<file path="src/rtl/bus_test_responder_if.sv">
// Memory-bus handshake bundle between a bus master and the test responder.
// The master raises strobe and holds the request until ready pulses.
interface bus_test_responder_if #(
    parameter int ADDRESS_SIZE = 16,
    parameter int DATA_SIZE    = 32
);
    logic                    strobe;
    logic                    writeEnable;
    logic [ADDRESS_SIZE-1:0] address;
    logic [DATA_SIZE-1:0]    dataWrite;
    logic [DATA_SIZE-1:0]    dataRead;
    logic                    ready;

    modport master (
        output strobe, writeEnable, address, dataWrite,
        input  dataRead, ready
    );

    modport slave (
        input  strobe, writeEnable, address, dataWrite,
        output dataRead, ready
    );
endinterface

</file>
<file path="src/rtl/bus_test_responder.sv">
// Bus responder for core bring-up: programmable wait states, echo store or LFSR
// read data, sticky interrupt register, transaction count and MISR signature.
module bus_test_responder #(
    parameter int                      ADDRESS_SIZE = 16,
    parameter int                      DATA_SIZE    = 32,
    parameter int                      DEPTH_LOG2   = 4,
    parameter int                      SIG_SIZE     = 8,
    parameter int                      WAIT_BITS    = 4,
    parameter int                      IRQ_COUNT    = 4,
    parameter logic [ADDRESS_SIZE-1:0] IRQ_ADDRESS  = 16'hFFF0
) (
    input  logic                 clock,
    input  logic                 reset,
    bus_test_responder_if.slave  bus,
    input  logic                 mode,
    input  logic [WAIT_BITS-1:0] waitStates,
    input  logic [IRQ_COUNT-1:0] irqAck,
    output logic [IRQ_COUNT-1:0] interruptReq,
    output logic [SIG_SIZE-1:0]  signature,
    output logic [15:0]          txCount,
    output logic                 protocolError
);
    localparam logic [15:0] LFSR_SEED = 16'hACE1;

    typedef enum logic [1:0] {S_IDLE, S_WAIT, S_ACK} state_t;

    state_t                  state;
    logic [ADDRESS_SIZE-1:0] lat_addr;
    logic [DATA_SIZE-1:0]    lat_data;
    logic                    lat_we;
    logic                    lat_mode;
    logic [WAIT_BITS-1:0]    count;
    logic [15:0]             lfsr;
    logic [DATA_SIZE-1:0]    store [2**DEPTH_LOG2];

    logic [ADDRESS_SIZE-1:0] req_addr;
    logic                    req_mode;
    logic [DATA_SIZE-1:0]    read_value;
    logic [DATA_SIZE-1:0]    ack_data;
    logic [SIG_SIZE-1:0]     sig_next;
    logic [15:0]             lfsr_next;
    logic                    irq_write;

    function automatic logic [SIG_SIZE-1:0] fold_data(input logic [DATA_SIZE-1:0] x);
        logic [SIG_SIZE-1:0] f;
        f = '0;
        for (int i = 0; i < DATA_SIZE; i++) f[i % SIG_SIZE] ^= x[i];
        return f;
    endfunction

    function automatic logic [SIG_SIZE-1:0] fold_addr(input logic [ADDRESS_SIZE-1:0] x);
        logic [SIG_SIZE-1:0] f;
        f = '0;
        for (int i = 0; i < ADDRESS_SIZE; i++) f[i % SIG_SIZE] ^= x[i];
        return f;
    endfunction

    // Read data is captured on the edge entering ACK; in IDLE the request is
    // still on the bus, afterwards only the latched copy is trusted.
    always_comb begin
        req_addr = (state == S_IDLE) ? bus.address : lat_addr;
        req_mode = (state == S_IDLE) ? mode        : lat_mode;
        if (req_addr == IRQ_ADDRESS)
            read_value = DATA_SIZE'(interruptReq);
        else if (req_mode)
            read_value = {(DATA_SIZE/16){lfsr}};
        else
            read_value = store[req_addr[DEPTH_LOG2-1:0]];
    end

    assign irq_write = lat_we && (lat_addr == IRQ_ADDRESS);
    assign ack_data  = lat_we ? lat_data : bus.dataRead;
    assign lfsr_next = {lfsr[0] ^ lfsr[2] ^ lfsr[3] ^ lfsr[5], lfsr[15:1]};
    assign sig_next  = ((signature >> 1) | (signature << (SIG_SIZE-1)))
                     ^ fold_data(ack_data) ^ fold_addr(lat_addr)
                     ^ (SIG_SIZE'(lat_we) << (SIG_SIZE-1));

    // NOTE: non-blocking assignments so every register sees pre-edge values;
    // a later assignment in the same branch overrides the defaults above it.
    always_ff @(posedge clock) begin
        if (reset) begin
            state         <= S_IDLE;
            bus.ready     <= 1'b0;
            bus.dataRead  <= '0;
            interruptReq  <= '0;
            signature     <= '0;
            txCount       <= '0;
            protocolError <= 1'b0;
            lfsr          <= LFSR_SEED;
            lat_addr      <= '0;
            lat_data      <= '0;
            lat_we        <= 1'b0;
            lat_mode      <= 1'b0;
            count         <= '0;
        end else begin
            bus.ready    <= 1'b0;
            interruptReq <= interruptReq & ~irqAck;
            unique case (state)
                S_IDLE: if (bus.strobe) begin
                    lat_addr <= bus.address;
                    lat_data <= bus.dataWrite;
                    lat_we   <= bus.writeEnable;
                    lat_mode <= mode;
                    if (waitStates == '0) begin
                        state     <= S_ACK;
                        bus.ready <= 1'b1;
                        if (!bus.writeEnable) bus.dataRead <= read_value;
                    end else begin
                        count <= waitStates - 1'b1;
                        state <= S_WAIT;
                    end
                end
                S_WAIT: begin
                    if (!bus.strobe) begin
                        protocolError <= 1'b1;
                        state         <= S_IDLE;
                    end else if (count == '0) begin
                        state     <= S_ACK;
                        bus.ready <= 1'b1;
                        if (!lat_we) bus.dataRead <= read_value;
                    end else begin
                        count <= count - 1'b1;
                    end
                end
                S_ACK: begin
                    state     <= S_IDLE;
                    txCount   <= txCount + 16'd1;
                    signature <= sig_next;
                    // Set beats a same-cycle acknowledge on the same bit.
                    if (irq_write)
                        interruptReq <= (interruptReq & ~irqAck) | lat_data[IRQ_COUNT-1:0];
                    if (!lat_we && lat_mode) lfsr <= lfsr_next;
                end
                default: state <= S_IDLE;
            endcase
        end
    end

    // NOTE: the store is deliberately not reset; it maps to plain RAM and its
    // contents are undefined until written. Reset still blocks a pending write.
    always_ff @(posedge clock) begin
        if (!reset && state == S_ACK && lat_we && lat_addr != IRQ_ADDRESS)
            store[lat_addr[DEPTH_LOG2-1:0]] <= lat_data;
    end
endmodule

</file>
<file path="src/flat_wrapper.sv">
// flat-port wrapper written by rule: the top's interface ports become plain ports
module bus_test_responder_flat 
#(
    parameter int                      ADDRESS_SIZE = 16,
    parameter int                      DATA_SIZE    = 32,
    parameter int                      DEPTH_LOG2   = 4,
    parameter int                      SIG_SIZE     = 8,
    parameter int                      WAIT_BITS    = 4,
    parameter int                      IRQ_COUNT    = 4,
    parameter logic [ADDRESS_SIZE-1:0] IRQ_ADDRESS  = 16'hFFF0
)
  (clock, reset, mode, waitStates, irqAck, interruptReq, signature, txCount, protocolError, bus_strobe, bus_writeEnable, bus_address, bus_dataWrite, bus_dataRead, bus_ready);
  bus_test_responder_if #(.ADDRESS_SIZE(ADDRESS_SIZE), .DATA_SIZE(DATA_SIZE)) bus_i ();
  input  logic clock;
  input  logic reset;
  input  logic mode;
  input  logic [WAIT_BITS-1:0] waitStates;
  input  logic [IRQ_COUNT-1:0] irqAck;
  output logic [IRQ_COUNT-1:0] interruptReq;
  output logic [SIG_SIZE-1:0] signature;
  output logic [15:0] txCount;
  output logic protocolError;
  input wire logic [$bits(bus_i.strobe)-1:0] bus_strobe;
  input wire logic [$bits(bus_i.writeEnable)-1:0] bus_writeEnable;
  input wire logic [$bits(bus_i.address)-1:0] bus_address;
  input wire logic [$bits(bus_i.dataWrite)-1:0] bus_dataWrite;
  output wire logic [$bits(bus_i.dataRead)-1:0] bus_dataRead;
  output wire logic [$bits(bus_i.ready)-1:0] bus_ready;
  assign bus_i.strobe = bus_strobe;
  assign bus_i.writeEnable = bus_writeEnable;
  assign bus_i.address = bus_address;
  assign bus_i.dataWrite = bus_dataWrite;
  assign bus_dataRead = bus_i.dataRead;
  assign bus_ready = bus_i.ready;
  bus_test_responder #(.ADDRESS_SIZE(ADDRESS_SIZE), .DATA_SIZE(DATA_SIZE), .DEPTH_LOG2(DEPTH_LOG2), .SIG_SIZE(SIG_SIZE), .WAIT_BITS(WAIT_BITS), .IRQ_COUNT(IRQ_COUNT), .IRQ_ADDRESS(IRQ_ADDRESS)) u_core (.clock(clock), .reset(reset), .bus(bus_i), .mode(mode), .waitStates(waitStates), .irqAck(irqAck), .interruptReq(interruptReq), .signature(signature), .txCount(txCount), .protocolError(protocolError));
endmodule
</file>
<file path="config.mk">
export PLATFORM = sky130hd
export DESIGN_NAME = bus_test_responder_flat
export DESIGN_NICKNAME = d
export VERILOG_FILES = /design/src/rtl/bus_test_responder_if.sv /design/src/rtl/bus_test_responder.sv /design/src/flat_wrapper.sv
export SDC_FILE = /design/constraint.sdc
export NUM_CORES = 1
export LEC_CHECK = 0
export CAP_MARGIN = 25
export CORE_ASPECT_RATIO = 1.2
export CORE_MARGIN = 8
export CORE_UTILIZATION = 25
export CTS_BUF_LIST = sky130_fd_sc_hd__clkbuf_4
export DETAILED_ROUTE_END_ITERATION = 8
export GPL_TIMING_DRIVEN = 0
export PLACE_DENSITY_LB_ADDON = 0.25
export SLEW_MARGIN = 10
export SYNTH_ARGS = -nofsm -noshare
export SYNTH_HDL_FRONTEND = slang
export SYNTH_SLANG_ARGS = --single-unit
</file>
<file path="constraint.sdc">
create_clock -name clock -period 6.3 [get_ports clock]
set_input_delay 1.26 -clock clock [delete_from_list [all_inputs] [get_ports clock]]
set_output_delay 1.26 -clock clock [all_outputs]
set_load 0.005 [all_outputs]
</file>
# ---- After elaboration in Yosys (flattened, before gate mapping)
# Memories as Yosys holds them, arrays and structs flattened.
# Cells that the tools add are included.
dict set report word_totals {
  regBits 134
  memories 1
  mem_bits_ro 0
  output_inout_bits 62
  latchBits 0
  ram_bits 512
  wordCells 122
}
# memory depth word_bits rd rd_ports_with_merged_regs write_ports line
set memory_table {}
lappend memory_table {u_core.store 16 32 1 0 1 bus_test_responder.sv:34} ;# logic [DATA_SIZE-1:0] store [2**DEPTH_LOG2];
dict set report classes {
  mul 0
  shift 0
  order_cmp 0
  n_eq_ne 14
  div_mod_pow 0
  n_mux 31
  bitwise 43
  addsub 3
  reduce_logical 17
}
# cell count
set ops {}
lappend ops {{2-to-1 mux 32 bit} 9}
lappend ops {{case mux 32 bit (2 select lines)} 1}
lappend ops {{XOR 1 bit} 35}
lappend ops {{equality test 16 bit, second input constant} 2}
lappend ops {{2-to-1 mux 4 bit} 6}
lappend ops {{XOR 8 bit} 3}
lappend ops {{adder 16 x 1 -> 16 bit, second input constant} 1}
lappend ops {{2-to-1 mux 16 bit} 1}
lappend ops {{!= test 16 bit, second input constant} 1}
lappend ops {{!= test 2 bit, second input constant} 7}
lappend ops {{zero test 4 bit} 2}
lappend ops {{2-to-1 mux 2 bit} 4}
lappend ops {{bitwise OR 7 x 8 -> 8 bit} 1}
lappend ops {{case mux 4 bit (2 select lines)} 1}
lappend ops {{AND reduction 2 bit} 4}
lappend ops {{subtractor 4 x 1 -> 4 bit, second input constant} 2}
lappend ops {{2-to-1 mux 1 bit} 7}
lappend ops {{AND reduction 7 bit} 1}
lappend ops {{logical AND 1 bit} 5}
lappend ops {{AND reduction 5 bit} 1}
lappend ops {{AND 4 bit} 1}
lappend ops {{inverter 4 bit} 1}
lappend ops {{bitwise OR 4 bit} 1}
lappend ops {{case mux 2 bit (2 select lines)} 1}
lappend ops {{9 further kinds} 10}

# ---- Depth between registers and ports, before layout
# An unclocked memory read counts as a cell.
dict set report depth {
  ltp_word 9
  mapped_depth 10
}

# ---- Least setup slack after synthesis
# Ideal clock, no wire load.
dict set report synth_timing {
  path_kind {input to register}
  from {input reset}
  to {memory u_core.store[0][0], enable pin}
  stages 4
  required_ns 5.839
  arrival_time_ns 3.975
  setup_slack_ns 1.864
  setup_time_ns 0.461
  cell_sequence {clkbuf_1 -> nor2_1 -> nand2_1 -> nor3_1}
}
dict set report synth_via {
  elab_chain_cells 6
}
# element line
set synth_rtl {}
lappend synth_rtl {{start, declared} flat_wrapper.sv:15} ;# input logic reset;
lappend synth_rtl {{zero test 1 bit} bus_test_responder.sv:142} ;# if (!reset && state == S_ACK && lat_we && lat_addr != IRQ_ADDRESS)
lappend synth_rtl {{logical AND 1 bit (3 in series)} bus_test_responder.sv:142}
lappend synth_rtl {{2-to-1 mux 1 bit} bus_test_responder.sv:142}
lappend synth_rtl {{2-to-1 mux 1 bit (implied by the code)} bus_test_responder.sv:143} ;# store[lat_addr[DEPTH_LOG2-1:0]] <= lat_data;
lappend synth_rtl {{end, declared} bus_test_responder.sv:34}
# Every way passes these cells.

# ---- Final worst setup path
dict set report layout_timing {
  from {input bus_address[0]}
  to {register u_core.bus.dataRead[10]}
}
dict set report layout_via {
  elab_chain_cells 8
}
# element line
set layout_rtl {}
lappend layout_rtl {{start, declared} flat_wrapper.sv:25} ;# input wire logic [$bits(bus_i.address)-1:0] bus_address;
lappend layout_rtl {{2-to-1 mux 16 bit (*)} bus_test_responder.sv:61} ;# req_addr = (state == S_IDLE) ? bus.address : lat_addr;
lappend layout_rtl {{memory read (16 x 32 bit)} n/a}
lappend layout_rtl {{2-to-1 mux 32 bit} bus_test_responder.sv:65} ;# else if (req_mode)
lappend layout_rtl {{2-to-1 mux 32 bit (*)} bus_test_responder.sv:63} ;# if (req_addr == IRQ_ADDRESS)
lappend layout_rtl {{2-to-1 mux 32 bit, on equally long branches} {bus_test_responder.sv:120, bus_test_responder.sv:107}}
lappend layout_rtl {{2-to-1 mux 32 bit, on equally long branches} {bus_test_responder.sv:117, bus_test_responder.sv:104}}
lappend layout_rtl {{2-to-1 mux 32 bit, on equally long branches} {bus_test_responder.sv:114, bus_test_responder.sv:99}}
lappend layout_rtl {{case mux 32 bit (2 select lines) (*)} bus_test_responder.sv:98} ;# unique case (state)
lappend layout_rtl {{end signal, assigned} bus_test_responder.sv:107} ;# if (!bus.writeEnable) bus.dataRead <= read_value;
lappend layout_rtl {{end signal, assigned} bus_test_responder.sv:120} ;# if (!lat_we) bus.dataRead <= read_value;
lappend layout_rtl {{end, declared} bus_test_responder_if.sv:21} ;# output dataRead, ready
# Mark *: on every way between the ends. The rest lies on a longest branch, timed or not. The select of a mux whose other input is x is not followed.
# A chain may end at the register's enable or synchronous reset.

==> flow_summary.json <==
{
  "status": "completed",
  "arrival_ns": 4.97,
  "tritoncts": "yes",
  "cts_sinks": 646,
  "drive_gt1_share_pct": 18.0,
  "skew_ns": 0.0497,
  "nFillCells": 10500,
  "antenna_found_initial": 5,
  "dr.pass1.iters": 6,
  "nets": 2196,
  "syn_nets": 1872,
  "syn_area_um2": 26000,
  "layout_min_cycle_time_ns": 4.11,
  "drt_first_iter_violations": 1809,
  "min_period_over_period_pct": 65.3,
  "wl_per_cell_um": 25.6,
  "crit_fanout": 10,
  "avgViaCountPerCell": 4.90,
  "io_buffers": 121,
  "root_buffer": "clkbuf_4",
  "drc": 0,
  "r2r-start": "u_core.lat_we$_SDFFE_PP0P_",
  "leakagePower_nw": 10.7,
  "synth_area_per_cell_um2": 14.4,
  "timing.fmax_mhz": 243,
  "die_area_um2": 114000,
  "hp-start": "u_core.protocolError$_SDFFE_PP0P_",
  "yosys.area.top_type": "edfxtp_1",
  "cts.path.max_buffers": 3,
  "worst_pin_slew_ns": 1.15,
  "maxCapViolCount": 0,
  "drv_slew": 0,
  "place_hpwl_um": 66900,
  "clk_pin_slew_ns": 0.06,
  "num_vias": 17900,
  "crit_type": "in2reg",
  "die_x_um": 310,
  "track_usage_pct": 15.9,
  "routabilityCongestion": 0.888,
  "ios": 123,
  "wl_um": 93400,
  "p_per_area_nw_per_um2": 297,
  "ir_worst_vdd_v": 0.000129,
  "stdcell_area_um2": 32000,
  "start_util_pct": 25.2,
  "design.core.area_um2": 103000,
  "ys_types": 76,
  "ys_seq_area_share_pct": 69.6,
  "cp-startpoint": "bus_address[0]",
  "slew_headroom_pct": 23.0,
  "hp-class": "reg2reg",
  "synth_edf_count": 512,
  "setup_viol": 0,
  "ant_nets": 0,
  "ys_warn_count": 0,
  "fp.dieH_um": 369,
  "area_delta_synth_final_pct": 23.2,
  "ys.flop_type": "edfxtp_1",
  "ys_top_cells_by_area": "edfxtp_1 59%, dfxtp_1 10%, mux2i_1 8.3%, nand2_1 3.0%, a21oi_1 1.9%",
  "post_cts_resized": 0,
  "hold_viol_final": 0,
  "ys_ff_latch": 646,
  "htree_levels": 4,
  "p_total_mw": 9.49,
  "post_cts_buffers": 0,
  "synth-async-reset-ratio_pct": 0,
  "crit_path_end_kind": "register",
  "grt_pass1_wl_um": 130000,
  "placed_cell_area_um2": 29600,
  "grt_max_degree": 21,
  "clk_latency_ns": 1.02,
  "hold_buffers": 0,
  "start_kind": "primary input",
  "synth_top_area_share_pct": 59.2,
  "row_count": 129,
  "crit_required_ns": 7.16,
  "rsz0062_at_grt": "no",
  "grt_pass1_vias": 18000,
  "overflow": 0,
  "cts_buffers": 169,
  "netlist_instances": 1809
}
## routing by layer
layer	vias to the layer above	global-route usage, %	routed length (um)
met5	-	0	13
met4	2	5.86	3190
met3	192	4.11	6500
met2	803	26.0	44400
met1	9108	20.2	39300
li1	7768	-	-
## kinds of logic (layout without fill, tap and decap cells)
family	count (synthesis)	after routing	share of synthesized area (%)
AOI/OAI and AO/OA	365	365	9.46
xor gates and xnor gates	80	80	2.70
adders and majority gates	2	2	0.0964
buffers and inverters	117	581	2.35
DFF	646	646	69.6
muxes	229	229	9.38
other	0	3	0
and+or+nand+nor	370	370	6.46
## cells in the final DEF, fill, tap and decap left out, drive strengths merged, types with 5 or more instances in the layout
| master | netlist | routed |
|---|---|---|
| nor2 | 63 | 63 |
| nor2b | 5 | 5 |
| mux2i | 216 | 216 |
| and2 | 6 | 6 |
| a22oi | 13 | 13 |
| o21ai | 53 | 53 |
| nand2b | 5 | 5 |
| o22ai | 52 | 52 |
| inv | 7 | 11 |
| a21oi | 99 | 99 |
| clkbuf | 63 | 336 |
| clkinv | 0 | 29 |
| a32oi | 24 | 24 |
| nand4 | 10 | 10 |
| xor2 | 38 | 38 |
| o211ai | 5 | 5 |
| nor3 | 16 | 16 |
| and3 | 9 | 9 |
| a221oi | 48 | 48 |
| dfxtp | 134 | 134 |
| a31oi | 11 | 11 |
| o221ai | 26 | 26 |
| buf | 47 | 79 |
| nor4 | 10 | 10 |
| nand2 | 207 | 207 |
| mux4 | 11 | 11 |
| or3 | 5 | 5 |
| a211oi | 5 | 5 |
| nand3 | 18 | 18 |
| edfxtp | 512 | 512 |
| xnor2 | 42 | 42 |
| clkdlybuf4s50 | 0 | 121 |
## registers in the layout (all words and copies together) (netlist names), 8 cells and up
signal	count
u_core.bus.dataRead	32
u_core.signature	8
u_core.lat_addr	16
u_core.txCount	16
u_core.store	512
u_core.lfsr	16
u_core.lat_data	32
## layout make-up
class / instances / area [um2] / share of cell area, %
plain buffers: 110 / 583 / 1.82
inverters: 7 / 26.3 / 0.0822
diodes: 3 / 7.51 / 0.0235
repair buffers: 153 / 1870 / 5.86
clock inverters: 38 / 240 / 0.751
flip-flops and latches: 646 / 18100 / 56.5
multi-input cells: 1046 / 7420 / 23.2
well taps: 1375 / 1720 / 5.38
clock buffers: 273 / 2050 / 6.41
## synth_stat cells (9+ instances only)
master	count
o22ai_1	52
o221ai_1	26
mux4_2	10
mux2i_1	216
a32oi_1	24
a31oi_1	11
nor3_1	15
a221oi_1	48
dfxtp_1	134
xor2_1	38
xnor2_1	42
nor2_1	61
a21oi_1	99
o21ai_0	35
nand3_1	18
buf_2	21
buf_4	9
edfxtp_1	512
buf_6	10
clkbuf_1	62
o21ai_1	15
nand4_1	10
and3_1	9
a22oi_1	13
nand2_1	205
## power breakdown
| group | internal [mW] | switching, mW |
|---|---|---|
| clock | 2.05 | 1.77 |
| combinational | 0.328 | 0.583 |
| sequential | 4.64 | 0.118 |
| total | 7.02 | 2.47 |
## path summary, 6_finish.rpt
path	cells after the start	to	slack (ns)
setup / recovery	8	u_core.bus.dataRead[10]$_SDFFE_PP0P_	2.19
hold / removal	2	u_core.protocolError$_SDFFE_PP0P_	0.47
setup reg to reg	8	u_core.store[13][8]$_DFFE_PP_	2.31
hold reg to reg	2	u_core.protocolError$_SDFFE_PP0P_	0.47
## through the flow
stage          cells  utilization (%)  worst slack [ns]  TNS, ns  hold slack [ns]
6_report        3651             31.1              2.19        0            0.471
5_1_grt         3650             31.0              2.23        0            0.509
4_1_cts         3645             31.0              2.20        0            0.481
3_5_place_dp    3334             28.8              1.28        0            0.465
3_3_place_gp    3305             28.1             -1.82  -200.26            0.460
2_1_floorplan   1809                -              1.86        0            0.458
## critical path: stages
cell	delay, ns
clkdlybuf4s50_1	0.62
nor3b_1	0.41
a211o_1	0.17
clkbuf_1	0.84
clkbuf_1	0.76
o22ai_1	0.27
o22ai_1	0.48
o21ai_0	0.13
Note: power is estimated with default switching activity, not from simulation.
